`src/rtl/d_mem_arbiter.sv`:
```
// Two-requester data-memory arbiter: zero-latency pass-through when uncontended,
// ownership lock until m_hit_i, round-robin on contention, protocol-error and stall tracking.
module d_mem_arbiter #(
    parameter int unsigned ADDR_WIDTH = 32,
    parameter int unsigned DATA_WIDTH = 32,
    parameter int unsigned CNT_WIDTH  = 32
) (
    input  logic                    clk_i,
    input  logic                    rstn_i,
    input  logic                    r0_rden_i,
    input  logic                    r0_wren_i,
    input  logic [ADDR_WIDTH-1:0]   r0_addr_i,
    input  logic [DATA_WIDTH-1:0]   r0_wdata_i,
    input  logic [DATA_WIDTH/8-1:0] r0_wmask_i,
    output logic                    r0_hit_o,
    output logic [DATA_WIDTH-1:0]   r0_rdata_o,
    input  logic                    r1_rden_i,
    input  logic                    r1_wren_i,
    input  logic [ADDR_WIDTH-1:0]   r1_addr_i,
    input  logic [DATA_WIDTH-1:0]   r1_wdata_i,
    input  logic [DATA_WIDTH/8-1:0] r1_wmask_i,
    output logic                    r1_hit_o,
    output logic [DATA_WIDTH-1:0]   r1_rdata_o,
    output logic [ADDR_WIDTH-1:0]   m_addr_o,
    output logic                    m_rden_o,
    output logic                    m_wren_o,
    output logic [DATA_WIDTH-1:0]   m_wdata_o,
    output logic [DATA_WIDTH/8-1:0] m_wmask_o,
    input  logic                    m_hit_i,
    input  logic [DATA_WIDTH-1:0]   m_rdata_i,
    output logic [1:0]              grant_o,
    output logic                    busy_o,
    output logic                    proto_err_o,
    output logic [CNT_WIDTH-1:0]    stall_cnt_o
);

    typedef enum logic {IDLE = 1'b0, LOCKED = 1'b1} lock_t;

    lock_t                lock_q, lock_d;
    logic                 owner_q, owner_d;
    logic                 prio_q, prio_d;
    logic                 proto_err_q;
    logic [CNT_WIDTH-1:0] stall_q;

    logic req0, req1, granted, sel, sel_rden, sel_wren, illegal, stall;

    assign req0 = r0_rden_i | r0_wren_i;
    assign req1 = r1_rden_i | r1_wren_i;

    // Grant is forced idle while reset is asserted so every output goes quiet immediately.
    always_comb begin
        grant_o = '0;
        if (!rstn_i) begin
            grant_o = '0;
        end else if (lock_q == LOCKED) begin
            grant_o = owner_q ? 2'b10 : 2'b01;
        end else if (req0 && !req1) begin
            grant_o = 2'b01;
        end else if (req1 && !req0) begin
            grant_o = 2'b10;
        end else if (req0 && req1) begin
            grant_o = prio_q ? 2'b10 : 2'b01;
        end
    end

    assign granted  = |grant_o;
    assign sel      = grant_o[1];
    assign sel_rden = sel ? r1_rden_i : r0_rden_i;
    assign sel_wren = sel ? r1_wren_i : r0_wren_i;
    assign illegal  = granted & sel_rden & sel_wren;
    assign stall    = (req0 & ~grant_o[0]) | (req1 & ~grant_o[1]);

    always_comb begin
        m_addr_o  = '0;
        m_rden_o  = 1'b0;
        m_wren_o  = 1'b0;
        m_wdata_o = '0;
        m_wmask_o = '1;
        if (granted) begin
            m_addr_o  = sel ? r1_addr_i  : r0_addr_i;
            m_wdata_o = sel ? r1_wdata_i : r0_wdata_i;
            m_wmask_o = sel ? r1_wmask_i : r0_wmask_i;
            m_wren_o  = sel_wren;
            m_rden_o  = sel_rden & ~sel_wren;
        end
    end

    assign r0_hit_o   = m_hit_i & grant_o[0];
    assign r1_hit_o   = m_hit_i & grant_o[1];
    assign r0_rdata_o = grant_o[0] ? m_rdata_i : '0;
    assign r1_rdata_o = grant_o[1] ? m_rdata_i : '0;

    always_comb begin
        lock_d  = lock_q;
        owner_d = owner_q;
        prio_d  = prio_q;
        case (lock_q)
            IDLE: begin
                if (granted && !m_hit_i) begin
                    lock_d  = LOCKED;
                    owner_d = sel;
                end
            end
            LOCKED: begin
                if (m_hit_i) lock_d = IDLE;
            end
            default: lock_d = IDLE;
        endcase
        if (granted && m_hit_i) prio_d = ~sel;
    end

    always_ff @(posedge clk_i or negedge rstn_i) begin
        if (!rstn_i) begin
            lock_q      <= IDLE;
            owner_q     <= 1'b0;
            prio_q      <= 1'b0;
            proto_err_q <= 1'b0;
            stall_q     <= '0;
        end else begin
            lock_q      <= lock_d;
            owner_q     <= owner_d;
            prio_q      <= prio_d;
            proto_err_q <= illegal;
            if (stall && (stall_q != '1))
                stall_q <= stall_q + {{(CNT_WIDTH-1){1'b0}}, 1'b1};
        end
    end

    assign busy_o      = (lock_q == LOCKED);
    assign proto_err_o = proto_err_q;
    assign stall_cnt_o = stall_q;

endmodule

```
`config.mk`:
```
export PLATFORM = sky130hd
export DESIGN_NAME = d_mem_arbiter
export DESIGN_NICKNAME = d
export VERILOG_FILES = /design/src/rtl/d_mem_arbiter.sv
export SDC_FILE = /design/constraint.sdc
export NUM_CORES = 1
export LEC_CHECK = 0
export BUFFER_PORTS_ARGS = -buffer_cell sky130_fd_sc_hd__buf_2
export CAP_MARGIN = 5
export CORE_AREA = 10 10 126 128
export CTS_CLUSTER_DIAMETER = 50
export DETAILED_ROUTE_END_ITERATION = 7
export DIE_AREA = 0 0 136 138
export PLACE_DENSITY = 0.69
export SETUP_SLACK_MARGIN = 0.1
export SLEW_MARGIN = 40
export SYNTH_ARGS = -nofsm -noshare
export SYNTH_HDL_FRONTEND = slang
export SYNTH_SLANG_ARGS = --single-unit
```
`constraint.sdc`:
```
create_clock -name clk_i -period 4.46 [get_ports clk_i]
set_clock_uncertainty 0.05 [all_clocks]
set_input_delay 0.223 -clock clk_i [delete_from_list [all_inputs] [get_ports clk_i]]
set_output_delay 0.223 -clock clk_i [all_outputs]
set_load 0.005 [all_outputs]
```
# == After elaboration in Yosys (flattened, before gate mapping) ==
# Index checks and enable logic that the tools add are counted.
# word_totals
ff_bits,36
input_bits,175
out_inout_bits,172
wordCells,54
# classes
n_addsub,1
n_eq_ne,1
mux,22
bitwise,14
reduce_logical,11
# op_table
operator,count
$mux 32,6
$add 32x1->32 const B,1
$ne 32x32->1 const B,1
$mux 2,7
$mux 4,2
$and 1x1->1,7
$logic_and 1x1->1,6
$mux 1,6
$not 1->1,4
$logic_not 1->1,3
$or 1x1->1,3
$pmux 1 s2,1
$reduce_and 2->1,1
$reduce_or 2->1,1

# == Longest topological paths before layout ==
# Gate-level depths: netlist (run 1).
# logic_depth
depth_word,11
depth_mapped,8
ltp_nobuf,6

# == Worst setup path after synthesis (run 1) ==
# OpenSTA, ideal clock, no wires.
# synth_timing
path_kind,register to register
startpoint,"register stall_q[13], in the netlist stall_cnt_o[13]"
endpoint,"register stall_q[1], in the netlist stall_cnt_o[1]"
setup_ns,0.125
arrival_time_ns,1.823
required_ns,4.285
path_slack_ns,2.463
stages_incl_launch_ff,6
n_path_buf,0
synth_period_minus_slack_ns,1.997
cell_sequence,dfrtp_1 -> and4_2 -> nand4_4 -> or4b_4 -> nand2_1 -> mux2_2
# synth_between
elab_chain_cells,2
# synth_rtl
item,line,source
"start, declared",43,logic [CNT_WIDTH-1:0] stall_q;
"start signal, assigned",125,"stall_q <= stall_q + {{(CNT_WIDTH-1){1'b0}}, 1'b1};"
$ne 32x32->1,124,if (stall && (stall_q != '1))
$logic_and 1x1->1,124,
# No other way between the ends.
# A chain may end at the register's enable or synchronous reset.

# == Final worst setup path (run 1) ==
# layout_timing
startpoint,input rstn_i
endpoint,output r0_rdata_o[6]
# layout_between
elab_chain_cells,2
# layout_rtl
item,line,source
"start, declared",9,"input logic rstn_i,"
$mux 2,53,if (!rstn_i) begin
$mux 32,90,assign r0_rdata_o = grant_o[0] ? m_rdata_i : '0;
"end, declared",16,"output logic [DATA_WIDTH-1:0] r0_rdata_o,"
# No other way between the ends.

==> results of run 1 <==
==> metal layers <==
layer / track usage / share of wire / wire length, um
met4: 0.03085 / 0.012 / 250
met1: 0.2338 / 0.40 / 8031
met5: 0 / 0.0037 / 74
met3: 0.06522 / 0.098 / 1983
met2: 0.3303 / 0.49 / 9824
==> worst max-delay path, cell delays in order <==
cell and delay, ns:
dlygate4sd3_1 0.52, buf_2 0.25, o21ai_1 0.27, inv_2 0.59, buf_4 0.57, and2_1 0.24
buf_2 0.13
==> cell usage after synthesis, types with 2 or more instances <==
cell	number	area share
and3_1	6	0.012
dfrtp_1	36	0.29
buf_1	2	0.0024
and4_1	4	0.011
nor4_1	6	0.012
nor2_1	10	0.012
clkbuf_1	18	0.022
buf_2	4	0.0064
inv_1	3	0.0036
nor3_1	3	0.0048
mux2_2	3	0.011
xnor2_1	26	0.073
o31ai_1	2	0.0048
a22o_1	65	0.18
nand4_1	19	0.038
o22a_1	4	0.011
and2_1	70	0.14
nand3_2	7	0.022
and3_2	2	0.0048
nand2b_1	2	0.0040
nand2_1	20	0.024
buf_6	3	0.011
and2_2	2	0.0048
a21oi_1	4	0.0064
nand3_1	10	0.016
==> sequential cells by signal, summed over array words and instances (netlist names) <==
| signal | flops |
|---|---|
| stall_cnt_o | 32 |
| busy_o | 1 |
| owner_q | 1 |
| prio_q | 1 |
| proto_err_o | 1 |
==> final timing paths <==
path	start	endpoint	slack, ns	cells past startpoint
worst max-delay path	rstn_i	r0_rdata_o[6]	1.34	7
worst min-delay path	m_hit_i	busy_o	0.14	2
worst max register to register	stall_cnt_o[0]	stall_cnt_o[1]	2.04	6
worst min register to register	stall_cnt_o[16]	stall_cnt_o[16]	0.45	1
max in group asynchronous	rstn_i	stall_cnt_o[31]	3.41	3
min in group asynchronous	rstn_i	stall_cnt_o[16]	0.29	2
==> final cells by class <==
type,instances,share of cell area
Multi-Input combinational cell,285,0.4025
Inverter,4,0.003388
Timing Repair Buffer,352,0.3441
Antenna cell,7,0.003388
Tap cell,180,0.04356
Clock buffer,5,0.02420
Clock inverter,3,0.004598
Sequential cell,36,0.1742
==> cell families after synthesis <==
kind of cell             after synthesis  share of synthesized area
multiplexers                           4                    0.01440
XOR/XNOR                              27                    0.07560
AO/OA/AOI/OAI                         84                     0.2332
buffers and inverters                 32                    0.04760
adder cells (fa/ha/maj)                2                   0.007199
flip-flops                            36                     0.2880
AND/OR/NAND/NOR                      168                     0.3340
==> power by group through the flow <==
stage | clock, mW | combinational [mW] | sequential, mW
2_1_floorplan | 0 | 0.504 | 0.429
3_3_place_gp | 0 | 0.999 | 0.435
3_5_place_dp | 0 | 1.01 | 0.435
4_1_cts | 0.360 | 1.01 | 0.430
5_1_grt | 0.370 | 1.10 | 0.439
6_report | 0.351 | 1.00 | 0.432
==> per-stage QoR <==
step           instance area [um2]    util  total power, mW
2_1_floorplan                 3128       -           0.9325
3_3_place_gp                  4989  0.3694            1.435
3_5_place_dp                  4994  0.3698            1.447
4_1_cts                       5152  0.3815            1.806
5_1_grt                       5157  0.3819            1.910
6_report                      5170  0.3828            1.788
==> results.cfg, run 1 <==
[run_status]
status = complete, no violations

[sta]
worstMarginPinSlew_ns = 0.6886
holdWs_ns = 0.1414
finalSetupTns_ns = 0
rsz0062_at_grt = no
fin_crit_ns = 3.117
slew_violations = 0
finalSetupViolations = 0
hold_viol = 0
fmax_mhz = 320.9
worst_slack_ns = 1.343
finalCritPeriodShare = 0.6988
slew_headroom = 0.5402

[placement]
placedCellCount = 856
port_buffers = 346
dp_slack_ns = 1.764
dpl.hpwl_um = 17450
gp_congestion = 0.9945

[logic_synthesis]
yosysSeqAreaShare = 0.2880
syn_inst = 353
yosys_warnings = 0
synth_fp_nets = 529
synth_ff_type = dfrtp_1
synth_cell_types = 47
synth_enable_flop_cells = 0
syn_area_um2 = 3128
ys_ff_latch = 36
synth.avg_cell_area_um2 = 8.861
async_reset_ff_frac = 1.000

[floorplanning]
start_util = 0.2316
die_y_um = 138
die_w_um = 136
rows = 43
die_area_um2 = 18770
core_area_um2 = 13500
pin_count = 347

[flow_run]
maxCapViolations = 0

[routing]
dr.pass1.iters = 5
antenna_left = 0
drc = 0
drt_iter0_drc = 246
vias = 4260
routedWlPerCell_um = 23.12
routed_via_density = 4.885
wl_um = 20160

[finish]
area_growth_pct = 65.28
regArea_um2 = 900.9
fill_cells = 1434
final_common_cell = buf_2
multiInputGateArea_um2 = 2081
nets = 860
drive_gt1_frac = 0.5591
finalNonFillerCells = 872
final_cell_mix = 346 x buf_2, 70 x and2_1, 65 x a22o_1

[worst_setup_path]
path_class = input port to output port
crit_fanout = 58
endpoint_kind = output port
worst-endpoint-required_ns = 4.19
cp-start-kind = input port
critPathArrivalTime_ns = 2.84

[global_routing]
grt_pass1_wl_um = 27650
grt_pass1_vias = 4047
gr-usage-all-layers = 0.1942
grt_overflow_total = 0
antenna_found_initial = 11
grt_max_degree = 71

[cts]
cts-buffers-inserted = 5
root_buffer = clkbuf_16
post-cts-setup-buffers = 0
cts-resized-gates = 0
ctsHoldBuffers = 1
clk_pin_slew_ns = 0.06
htree_levels = 2
cts_tree = yes
clockBufferDepth = 2
clk_latency_ns = 0.28
numClockSinks = 36

[power]
powerDensity_nw_per_um2 = 345.8
cell_internal_pwr_mw = 1.067
sw_frac_of_total = 0.4031
combPwrFrac = 0.562
clockPowerShare = 0.197
switchingPower_uw = 720.6
ir_drop_uv = 295.6
seqPwrFrac = 0.241
p_leak_nw = 2.861

[worst_hold_path]
hold_path.class = input port to register
(Power assumes the default switching activity.)
==> run 2, diff against run 1 <==
- CORE_AREA: 10 10 126 128 -> 10 10 128 130
- DIE_AREA: 0 0 136 138 -> 0 0 138 140
- PLACE_DENSITY: 0.69 -> 0.67
- clock period: 4.46 -> 3.26 ns (I/O delays scaled with it)
==> results.cfg, run 2 (same netlist as run 1, synthesis figures left out) <==
[finish]
final_common_cell = buf_2
largest_reg_flops = 32
final_cell_mix = 346 x buf_2, 70 x and2_1, 65 x a22o_1
drive_gt1_frac = 0.5577
area_growth_pct = 65.72
finalNonFillerCells = 873
regArea_um2 = 900.9
nets = 860
multiInputGateArea_um2 = 2078
fill_cells = 1443

[cts]
cts-buffers-inserted = 5
numClockSinks = 36
htree_levels = 2
clk_latency_ns = 0.28
clockBufferDepth = 2
root_buffer = clkbuf_16
post-cts-setup-buffers = 0
cts_tree = yes
clk_pin_slew_ns = 0.05

[global_routing]
gr-usage-all-layers = 0.1770
grt_pass1_vias = 4068
antenna_found_initial = 10
grt_overflow_total = 0
grt_max_degree = 63
grt_pass1_wl_um = 27110

[sta]
finalCritPeriodShare = 0.9009
fin_crit_ns = 2.937
slew_violations = 0
hold_viol = 0
worstMarginPinSlew_ns = 0.6671
rsz0062_at_grt = no
fmax_mhz = 340.5
finalSetupViolations = 0
holdWs_ns = 0.07063
slew_headroom = 0.5542
finalSetupTns_ns = 0

[worst_hold_path]
worstHoldStart = m_hit_i
whs_endpoint = busy_o
holdPathStages = 2
hold_path.class = input port to register

[worst_setup_path]
r2r-end = stall_cnt_o[1]
endpoint_kind = output port
worst-endpoint-required_ns = 3.05
critPathMaxStageDelay_ns = 0.54
cpMostUsedCell = buf_2
cpMaxStageDelayCell = dlygate4sd3_1
reg2reg_depth = 6
path_class = input port to output port
cp-start-kind = input port
critical_path.cell_chain = dlygate4sd3_1, buf_2, buf_4, a21bo_2, clkinv_2, buf_12, a22o_1, buf_2
critPathArrivalTime_ns = 2.72
crit_fanout = 62
timing.rr.start = stall_cnt_o[0]
r2r_slack_ns = 0.86
crit_start = rstn_i

[floorplanning]
core_area_um2 = 13770
pin_count = 347
start_util = 0.2271
die_w_um = 138
rows = 43
die_y_um = 140
die_area_um2 = 19320

[routing]
wl_um = 18960
antenna_left = 0
drt_iter0_drc = 276
routedWlPerCell_um = 21.72
routed_via_density = 4.863
vias = 4245
drc = 0
dr.pass1.iters = 5

[run_status]
status = complete, no violations

[power]
ir_drop_uv = 428.8
p_leak_nw = 2.873
powerDensity_nw_per_um2 = 471.1

[placement]
placedCellCount = 856
port_buffers = 346
gp_congestion = 0.9252
dpl.hpwl_um = 16290

[flow_run]
maxCapViolations = 0
[run 2: changes by cell type in the layout (fill, tap and decap cells not counted), sizes merged]
cell	delta
clkbuf	+1
clkinv	+2
clkinvlp	-2
diode	+1
inv	-1
[run 2: critical path, delay by kind of cell]
family | cells | cell delay, ns
AOI/OAI and AO/OA | 2 | 0.66
buffers and inverters | 6 | 1.83
[run 2: worst max-delay path by stage]
stage | endpoint | slack (ns) | cells past startpoint
finish | m_wdata_o[14] | 0.32 | 8
global placement | m_wdata_o[14] | 0.63 | 8
global route | m_wdata_o[14] | 0.16 | 8
floorplan | stall_cnt_o[1] | 1.26 | 5
detailed placement | m_wdata_o[14] | 0.64 | 8
CTS | m_wdata_o[14] | 0.28 | 8
[run 2: repair_timing]
| action | 4_1_cts | 5_1_grt |
|---|---|---|
| setup endpoints to repair | 0 | 3 |
| hold endpoints to repair | 36 | 0 |
| gates resized for setup | 0 | 3 |
| hold buffers | 1 | 0 |
[run 2: metrics by stage]
step / power, mW / area, um2 / utilization / setup WS [ns]
after global placement: 1.969 / 5001 / 0.3631 / 0.6308
after detailed placement: 1.976 / 5001 / 0.3631 / 0.6369
final: 2.442 / 5184 / 0.3764 / 0.3230
after global routing: 2.617 / 5176 / 0.3758 / 0.1587
after CTS: 2.460 / 5160 / 0.3746 / 0.2799
after floorplan: 1.276 / 3128 / - / 1.263
[run 2: cell type report]
cell class,count,share of cell area
Antenna cell,8,0.003862
Clock inverter,2,0.001931
Tap cell,180,0.04345
Timing Repair Buffer,352,0.3456
Multi-Input combinational cell,285,0.4009
Clock buffer,6,0.02679
Inverter,4,0.003621
Sequential cell,36,0.1738
[run 2: routing by layer]
metal  up-vias  GRT usage  part of all wire
met3        24    0.06626             0.092
met1      1999     0.2096              0.39
met4         6    0.04329            0.0083
met5         -          0            0.0021
li1       1989          -                 -
met2       227     0.2959              0.51
[run 2: power breakdown]
| group | internal, mW | switching [mW] | total [mW] |
|---|---|---|---|
| clock network | 0.301 | 0.178 | 0.479 |
| logic | 0.670 | 0.703 | 1.37 |
| registers | 0.512 | 0.0784 | 0.590 |
==> run 3, diff against run 2 <==
--- a/config.mk
+++ b/config.mk
@@ -13,3 +13,3 @@
 export DIE_AREA = 0 0 138 140
-export PLACE_DENSITY = 0.67
+export PLACE_DENSITY = 0.53
 export SETUP_SLACK_MARGIN = 0.1
@@ -19 +19,2 @@
 export SYNTH_SLANG_ARGS = --single-unit
+export TNS_END_PERCENT = 100
--- a/constraint.sdc
+++ b/constraint.sdc
@@ -4,2 +4,2 @@
 set_output_delay 0.163 -clock clk_i [all_outputs]
-set_load 0.005 [all_outputs]
+set_load 0.01 [all_outputs]
==> results.cfg, run 3 (same netlist as run 1, synthesis figures left out) <==
[routing]
dr.max_layer_used = met5
drt_iter0_drc = 240
drc = 0
routed_via_density = 4.867
antenna_left = 0
wl_met2_um = 11700
dr.pass1.iters = 4
wl_um = 21340
vias = 4254
routedWlPerCell_um = 24.41
wl_met3_um = 1457
drt-met1-wl_um = 7962

[sta]
finalSetupTns_ns = 0
fmax_mhz = 376.8
finalCritPeriodShare = 0.8142
fin_crit_ns = 2.654
finalSetupViolations = 0
slew_headroom = 0.6079
worst_slack_ns = 0.6058
slew_violations = 0
hold_viol = 0
worstMarginPinSlew_ns = 0.5873
rsz0062_at_grt = no

[global_routing]
grt_max_degree = 70
grt_overflow_total = 0
grt_pass1_vias = 4251
grt_pass1_wl_um = 29490
antenna_found_initial = 10
gr-usage-all-layers = 0.1987

[worst_setup_path]
crit_fanout = 36
worst-endpoint-required_ns = 3.05
endpoint_kind = output port
path_class = input port to output port
cpMaxStageDelayCell = dlygate4sd3_1
timing.rr.start = stall_cnt_o[13]
path_buf_inv = 6
critPathArrivalTime_ns = 2.44
critPathMaxStageDelay_ns = 0.51
critical_path.cell_chain = dlygate4sd3_1, buf_2, buf_4, a21bo_2, inv_2, buf_4, a22o_1, buf_2
critPathTopFamily = buffers and inverters
crit_start = rstn_i
cp-start-kind = input port

[floorplanning]
rows = 43
pin_count = 347
start_util = 0.2271
die_w_um = 138
die_y_um = 140
die_area_um2 = 19320
core_area_um2 = 13770

[cts]
cts-resized-gates = 0
root_buffer = clkbuf_16
clk_pin_slew_ns = 0.06
htree_levels = 2
cts_tree = yes
numClockSinks = 36
post-cts-setup-buffers = 0
clockBufferDepth = 2
clk_latency_ns = 0.28
cts-buffers-inserted = 5

[power]
p_leak_nw = 2.877
ir_drop_uv = 416.3
power_mw = 2.673
powerDensity_nw_per_um2 = 514.3

[finish]
final_cell_mix = 346 x buf_2, 70 x and2_1, 65 x a22o_1
final_common_cell = buf_2
final_core_util = 0.3774
drive_gt1_frac = 0.5554
fill_cells = 1502
area_growth_pct = 66.16
largest_reg_flops = 32
nets = 861

[run_status]
status = complete, no violations

[placement]
gp_congestion = 1.058
port_buffers = 346
dpl.hpwl_um = 18640
dp_slack_ns = 0.9709

[worst_hold_path]
hold_path.class = input port to register
worstHoldStart = m_hit_i

[flow_run]
maxCapViolations = 0
run 3: changes by cell type in the layout (fill, tap and decap cells not counted), sizes merged:
cell and change:
buf +1, clkbuf +2, clkinv -3, inv +1
run 3: repair_timing:
action / in CTS / in global routing
endpoints found under the hold margin: 36 / 0
hold buffers: 1 / 0
endpoints found under the setup margin: 0 / 0
run 3: path summary, 6_finish.rpt:
| path | endpoint | depth (start not counted) | slack [ns] |
|---|---|---|---|
| worst max-delay path | m_wdata_o[22] | 8 | 0.61 |
| worst min-delay path | busy_o | 2 | 0.08 |
| worst max register to register | stall_cnt_o[1] | 5 | 0.95 |
| worst min register to register | stall_cnt_o[15] | 1 | 0.45 |
| max in group asynchronous | stall_cnt_o[7] | 3 | 2.36 |
| min in group asynchronous | prio_q | 2 | 0.16 |
run 3: layout make-up:
cell class                      instances  area [um2]  share of cell area
Sequential cell                        36       900.9              0.1733
Antenna cell                            8       20.02            0.003852
Tap cell                              180       225.2             0.04333
Clock buffer                            8       146.4             0.02817
Multi-Input combinational cell        285        2078              0.3999
Timing Repair Buffer                  353        1812              0.3486
Inverter                                4       15.01            0.002889
run 3: routing by layer:
metal / vias to the layer above / global-route usage
met5: - / 0
met4: 4 / 0.04550
met3: 18 / 0.06795
met2: 178 / 0.3715
met1: 2070 / 0.2087
li1: 1984 / -
run 3: report_power, final:
| part | total, mW | internal (mW) | switching, mW | leakage (nW) |
|---|---|---|---|---|
| Sequential | 0.589 | 0.512 | 0.0770 | 0.479 |
| Combinational | 1.61 | 0.690 | 0.916 | 2.33 |
| Clock | 0.478 | 0.305 | 0.173 | 0.0712 |
run 3: metrics by stage:
step,instance area [um2],hold WS [ns],instances
finish,5197,0.08145,874
global route,5187,0.09175,870
CTS,5177,0.07989,866
detailed placement,5021,-0.08029,857
global placement,5021,-0.08274,857
floorplan,3128,-0.1826,353
run 3: worst reg2reg max path: stages, from the launching register on:
cell and delay (ns):
dfrtp_1 0.43, and4_2 0.34, nand4_4 0.16, or4b_4 0.69, nand2_1 0.18, mux2_2 0.34
